[config.mk]
export PLATFORM = sky130hd
export DESIGN_NAME = npu_mm_ctrl
export DESIGN_NICKNAME = d
export VERILOG_FILES = /design/src/rtl/npu_mm_ctrl.sv
export SDC_FILE = /design/constraint.sdc
export NUM_CORES = 1
export LEC_CHECK = 0
export ABC_CLOCK_PERIOD_IN_PS = 26700
export CORE_MARGIN = 3
export CORE_UTILIZATION = 45
export CTS_BUF_LIST = sky130_fd_sc_hd__clkbuf_8
export DETAILED_ROUTE_END_ITERATION = 8
export MAX_ROUTING_LAYER = met4
export PLACE_DENSITY = 0.68
export SYNTH_ARGS = -nofsm -noshare
export SYNTH_HDL_FRONTEND = slang
export SYNTH_SLANG_ARGS = --single-unit
export TNS_END_PERCENT = 20
[constraint.sdc]
create_clock -name clk -period 26.7 [get_ports clk]
set_input_delay 6.675 -clock clk [delete_from_list [all_inputs] [get_ports clk]]
set_output_delay 6.675 -clock clk [all_outputs]
set_load 0.1 [all_outputs]
[src/rtl/npu_mm_ctrl.sv]
// npu_mm_ctrl: sequences one NxN signed matrix product C = A x B through operand/result buffers.
// Optional saturation of results is enabled by defining NPU_MM_CTRL_SAT_EN.
module npu_mm_ctrl #(
  parameter int data_size = 32,
  parameter int N         = 3,
  parameter int ADDR_W    = 4,
  parameter int ACC_W     = 2*data_size+4
) (
  input  logic                 clk,
  input  logic                 rst,
  input  logic                 en,
  output logic                 a_re,
  output logic [ADDR_W-1:0]    a_addr,
  input  logic [data_size-1:0] a_rdata,
  output logic                 b_re,
  output logic [ADDR_W-1:0]    b_addr,
  input  logic [data_size-1:0] b_rdata,
  output logic                 c_we,
  output logic [ADDR_W-1:0]    c_addr,
  output logic [data_size-1:0] c_wdata,
  output logic                 busy,
  output logic                 sat_flag,
  output logic                 ack
);
  typedef enum logic [2:0] {IDLE, RUN, DRAIN, WRITE, DONE} state_t;
  localparam logic [ADDR_W-1:0] NA  = ADDR_W'(N);
  localparam logic [ADDR_W-1:0] NM1 = ADDR_W'(N-1);
  state_t state_q, state_d;
  logic [ADDR_W-1:0] i_q, i_d, j_q, j_d, k_q, k_d;
  logic rd_vld_q, first_q;
  logic signed [ACC_W-1:0] acc_q;
  logic signed [2*data_size-1:0] prod;
  logic [data_size-1:0] res;
  logic start;
  always_comb begin
    state_d = state_q;
    i_d = i_q;
    j_d = j_q;
    k_d = k_q;
    case (state_q)
      IDLE: if (en) begin
        state_d = RUN;
        i_d = '0;
        j_d = '0;
        k_d = '0;
      end
      RUN: begin
        k_d = k_q + 1'b1;
        state_d = (k_q == NM1) ? DRAIN : RUN;
      end
      DRAIN: state_d = WRITE;
      WRITE: begin
        k_d = '0;
        j_d = (j_q == NM1) ? '0 : j_q + 1'b1;
        i_d = (j_q == NM1) ? i_q + 1'b1 : i_q;
        state_d = (i_q == NM1 && j_q == NM1) ? DONE : RUN;
      end
      default: state_d = IDLE;
    endcase
  end
  always_ff @(posedge clk) begin
    if (rst) begin
      state_q <= IDLE;
      i_q <= '0;
      j_q <= '0;
      k_q <= '0;
    end else begin
      state_q <= state_d;
      i_q <= i_d;
      j_q <= j_d;
      k_q <= k_d;
    end
  end
  assign start   = state_q == IDLE && en;
  assign a_re    = state_q == RUN;
  assign b_re    = a_re;
  assign a_addr  = a_re ? i_q*NA + k_q : '0;
  assign b_addr  = b_re ? k_q*NA + j_q : '0;
  assign c_we    = state_q == WRITE;
  assign c_addr  = c_we ? i_q*NA + j_q : '0;
  assign c_wdata = c_we ? res : '0;
  assign busy    = state_q == RUN || state_q == DRAIN || state_q == WRITE;
  assign ack     = state_q == DONE;
  assign prod    = $signed(a_rdata) * $signed(b_rdata);
  // The k==0 term overwrites acc, so no separate clear cycle is needed between elements.
  always_ff @(posedge clk) begin
    if (rst) begin
      rd_vld_q <= 1'b0;
      first_q <= 1'b0;
      acc_q <= '0;
    end else begin
      rd_vld_q <= a_re;
      first_q <= a_re && k_q == '0;
      if (rd_vld_q) acc_q <= (first_q ? '0 : acc_q) + ACC_W'(prod);
    end
  end
`ifdef NPU_MM_CTRL_SAT_EN
  localparam logic signed [ACC_W-1:0] MAXV = {{(ACC_W-data_size+1){1'b0}}, {(data_size-1){1'b1}}};
  localparam logic signed [ACC_W-1:0] MINV = ~MAXV;
  logic hi, lo, sat_q;
  assign hi  = acc_q > MAXV;
  assign lo  = acc_q < MINV;
  assign res = hi ? {1'b0, {(data_size-1){1'b1}}} : lo ? {1'b1, {(data_size-1){1'b0}}} : acc_q[data_size-1:0];
  always_ff @(posedge clk) begin
    if (rst || start) sat_q <= 1'b0;
    else if (c_we && (hi || lo)) sat_q <= 1'b1;
  end
  assign sat_flag = sat_q;
`else
  assign res = acc_q[data_size-1:0];
  assign sat_flag = 1'b0;
`endif
endmodule

# Word level (Yosys, flattened, before mapping)
# Index checks and enable logic that the tools add are counted.
# word_totals
ff_bits,85
output_inout_bits,50
# op_classes
add_sub_neg,7
n_mul,3
eq_ne,9
muxes,15
n_reduce_logical,11
# ops
operator,count
$add 68x68->68,1
$mux 68,1
$mul 32x32->64,1
$mux 32,1
$mux 4,6
$pmux 4 s2,2
$add 4x1->4 const B,3
$add 4x4->4,3
$eq 4x2->1 const B,3
$pmux 3 s4,1
$pmux 4 s3,1
$mul 4x2->4 const B,2
$eq 3x2->1 const B,2
$mux 3,2
$logic_not 4->1,1
$reduce_and 2->1,2
$eq 3x1->1 const B,1
$eq 3x3->1 const B,1
$logic_not 3->1,1
$reduce_and 3->1,1
$reduce_bool 3->1,1
$logic_and 1x1->1,2
$logic_or 1x1->1,2
$mux 2,1
3 further kinds,3

# Logic depth before layout (Yosys ltp)
# depth
ltp_word,4
mapped_depth,39

# Worst setup path before layout
# OpenSTA, ideal clock, no wires.
# synth_timing
kind,input-to-reg
startpoint,input a_rdata[12]
endpoint,register acc_q[31]
setup_time_ns,0.128
arrival_time_ns,14.703
path_slack_ns,11.869
path_stages,37
cell_sequence,clkbuf_1 -> clkbuf_1 -> and2_1 -> fa_1 -> fa_1 -> fa_1 -> inv_1 -> fa_1 -> inv_1 -> fa_1 -> inv_1 -> fa_1 -> inv_1 -> fa_1 -> inv_1 -> fa_1 -> inv_1 -> ha_1 -> a21oi_1 -> nand2_1 -> a21boi_0 -> a31o_1 -> nor2_1 -> o21ai_0 -> nand2b_1 -> a21oi_1 -> xnor2_1 -> ha_1 -> and3_1 -> and2_1 -> o31a_1 -> a311oi_4 -> o31ai_2 -> a21oi_2 -> xnor2_1 -> mux2i_1 -> nor2_1
# synth_via
elab_chain_len,2
# synth_rtl
element,line,text
from (decl),14,"input logic [data_size-1:0] a_rdata,"
$mul 32x32->64,84,assign prod = $signed(a_rdata) * $signed(b_rdata);
$add 68x68->68,94,if (rd_vld_q) acc_q <= (first_q ? '0 : acc_q) + ACC_W'(prod);
to (signal assigned),94,
to (decl),31,logic signed [ACC_W-1:0] acc_q;
# Every way passes these cells.
# A chain may end at the register's enable or synchronous reset.

# Final worst setup path
# layout_timing
startpoint,input b_rdata[6]
endpoint,register acc_q[29]
# layout_via
elab_chain_len,2
# layout_rtl
element,line,text
from (decl),17,"input logic [data_size-1:0] b_rdata,"
$mul 32x32->64,84,
$add 68x68->68,94,
# Every way passes these cells.

==> results.tsv <==
metric	value	unit
outcome	finished clean	
clock_skew	7.320	ps
finalCritPeriodShare	60.20	%
seq_area	980.9	sq um
cts_hold_buffers	0	
cts_tree	done	
postSynthAreaPerCell	8.573	sq um
synth-async-reset-ratio	0	%
cts_resized	0	
fmax	62.21	MHz
place_congestion	0.9090	
path_class	in2reg	
cp_slowest_stage_delay	1000	ps
cp.arrival	16270	ps
cpMostUsedCell	fa_1	
start_util	46.22	%
synth_top_area_share	40.13	%
syn-cell-area	0.02070	sq mm
grt_pass1_vias	17380	
synth-main-ff-cell	dfxtp_1	
period_needed	16070	ps
die_x	220.5	um
yosysSeqAreaShare	4.738	%
design.core.area	0.04480	sq mm
pin_count	117	
grt_max_degree	50	
layout-drive-gt1-share	1.877	%
drv_cap	0	
area_delta_synth_final	8.666	%
clock_latency	310	ps
ys_warn_count	0	
vias	15790	
multi_input_area	0.01727	sq mm
hold_viol	0	
nFillCells	4165	
dr.pass1.iters	5	
fp.dieH	220.5	um
cts_made_buffers	5	
drc	0	
end_kind	register	
relSlewSlack	23.22	%
viasPerCell	5.183	
antenna_left	0	
synthTopCellsByArea	fa_1 (40%), ha_1 (12%), inv_1 (9.8%)	
antenna_found_initial	4	
critPathSlowestCell	clkdlybuf4s50_1	
worst-slew-pin-transition	1150	ps
num_rows	77	
yosys.area.top_type	fa_1	
post_drt_wl_per_cell	17.81	um
portBuffers	115	
htreeDepth	2	
wl	54.26	mm
setup_viol	0	
clock_tree.root_cell	clkbuf_8	
grt_overflow	0	
path_clk_slew	100	ps
rsz0062_at_grt	false	
first_iter_violations	769	
grt_use_total	24.24	%
synth_nets	3097	
grt_pass1_wl	91.20	mm
nets	3132	
clockBufferDepth	2	
critPathLaunchType	input pin	
postSynthCellCount	2415	
die_area	0.04862	sq mm
ys_ff_latch	49	
worstPathMaxFanout	26	
synth_edf_count	0	
cp.required	26890	ps
cts.sinks	49	
post_cts_buffers	0	
hp-class	reg2reg	
dp_hpwl	42.93	mm
fin_tns_setup	0	ps
ys_types	61	
final_max_slew_viol_count	0	
[sequential cells by signal (all words and copies together) (netlist names)]
register,cells
acc_q,32
i_q,4
j_q,4
k_q,4
state_q,3
first_q,1
rd_vld_q,1
[worst max-delay path, delay by kind of cell]
family / cells / cell delay, ps
XOR/XNOR: 2 / 220
multiplexers: 1 / 140
buffers and inverters: 7 / 1350
AND/OR/NAND/NOR: 7 / 1190
AO/OA/AOI/OAI: 9 / 1910
adder cells (fa/ha/maj): 10 / 4770
[per-layer routing]
layer	up-vias	track usage [%]	share of wire, %
li1	7219	-	-
met2	499	38.42	46
met3	79	2.650	6.1
met1	7995	34.14	46
met4	0	4.820	1.9
met5	-	-	0
[Yosys cell counts (all sizes together) (4+ instances only)]
cell / n
inv: 542
nor2b: 38
a21oi: 58
and2: 304
a211oi: 8
o21a: 9
nand2b: 10
a21boi: 4
fa: 415
a31oi: 8
nor3: 14
xnor2: 105
xor2: 23
o21ai: 28
a21o: 23
o21bai: 6
nand3: 8
clkbuf: 109
nor2: 89
and3: 41
dfxtp: 49
ha: 200
nand2: 258
mux2i: 23
[layout make-up]
cell class / instances / area share, %
Antenna cell: 4 / 0.04449
Clock buffer: 5 / 0.3059
Clock inverter: 3 / 0.2892
Inverter: 542 / 9.042
Multi-Input combinational cell: 1713 / 76.75
Sequential cell: 49 / 4.360
Tap cell: 592 / 3.292
Timing Repair Buffer: 139 / 5.917
[cells by family after synthesis]
group                      count (synthesis)  share of synthesized area [%]
AOI/OAI and AO/OA                        170                          5.451
buffers and inverters                    653                          11.87
xor gates and xnor gates                 128                          5.415
adders and majority gates                615                          52.21
muxes                                     23                          1.112
other                                      1                        0.01811
DFF                                       49                          4.738
and+or+nand+nor                          776                          19.18
[path summary, 6_finish.rpt]
kind / start / endpoint / slack, ps / cells after the start
setup / recovery: b_rdata[6] / acc_q[29] / 10630 / 36
hold / removal: acc_q[9] / acc_q[9] / 510 / 2
setup reg to reg: first_q / acc_q[24] / 22940 / 15
hold reg to reg: acc_q[9] / acc_q[9] / 510 / 2
[per-stage QoR]
step	instances	instance area, sq um	worst slack, ps	util (%)	hold slack (ps)
after floorplan	2415	20700	11870	-	460.4
after global placement	3035	22360	10660	49.90	482.4
after detailed placement	3035	22360	10390	49.90	492.3
after CTS	3043	22490	10710	50.20	508.9
after global routing	3047	22500	10060	50.22	556.5
final	3047	22500	10630	50.22	506.6
[cell usage in the layout (no fill, tap or decap), types with 14 or more instances in the layout]
master           instances
inv_1                  541
fa_1                   415
and2_1                 304
nand2_1                258
ha_1                   200
clkdlybuf4s50_1        115
xnor2_1                105
nor2_1                  89
a21oi_1                 56
dfxtp_1                 49
and3_1                  41
nor2b_1                 37
buf_4                   24
o21ai_0                 23
a21o_1                  23
xor2_1                  23
mux2i_1                 23
nor3_1                  14
Power is not shown: default switching activity piles up to over one toggle a cycle in this logic, so the estimate is an artifact.
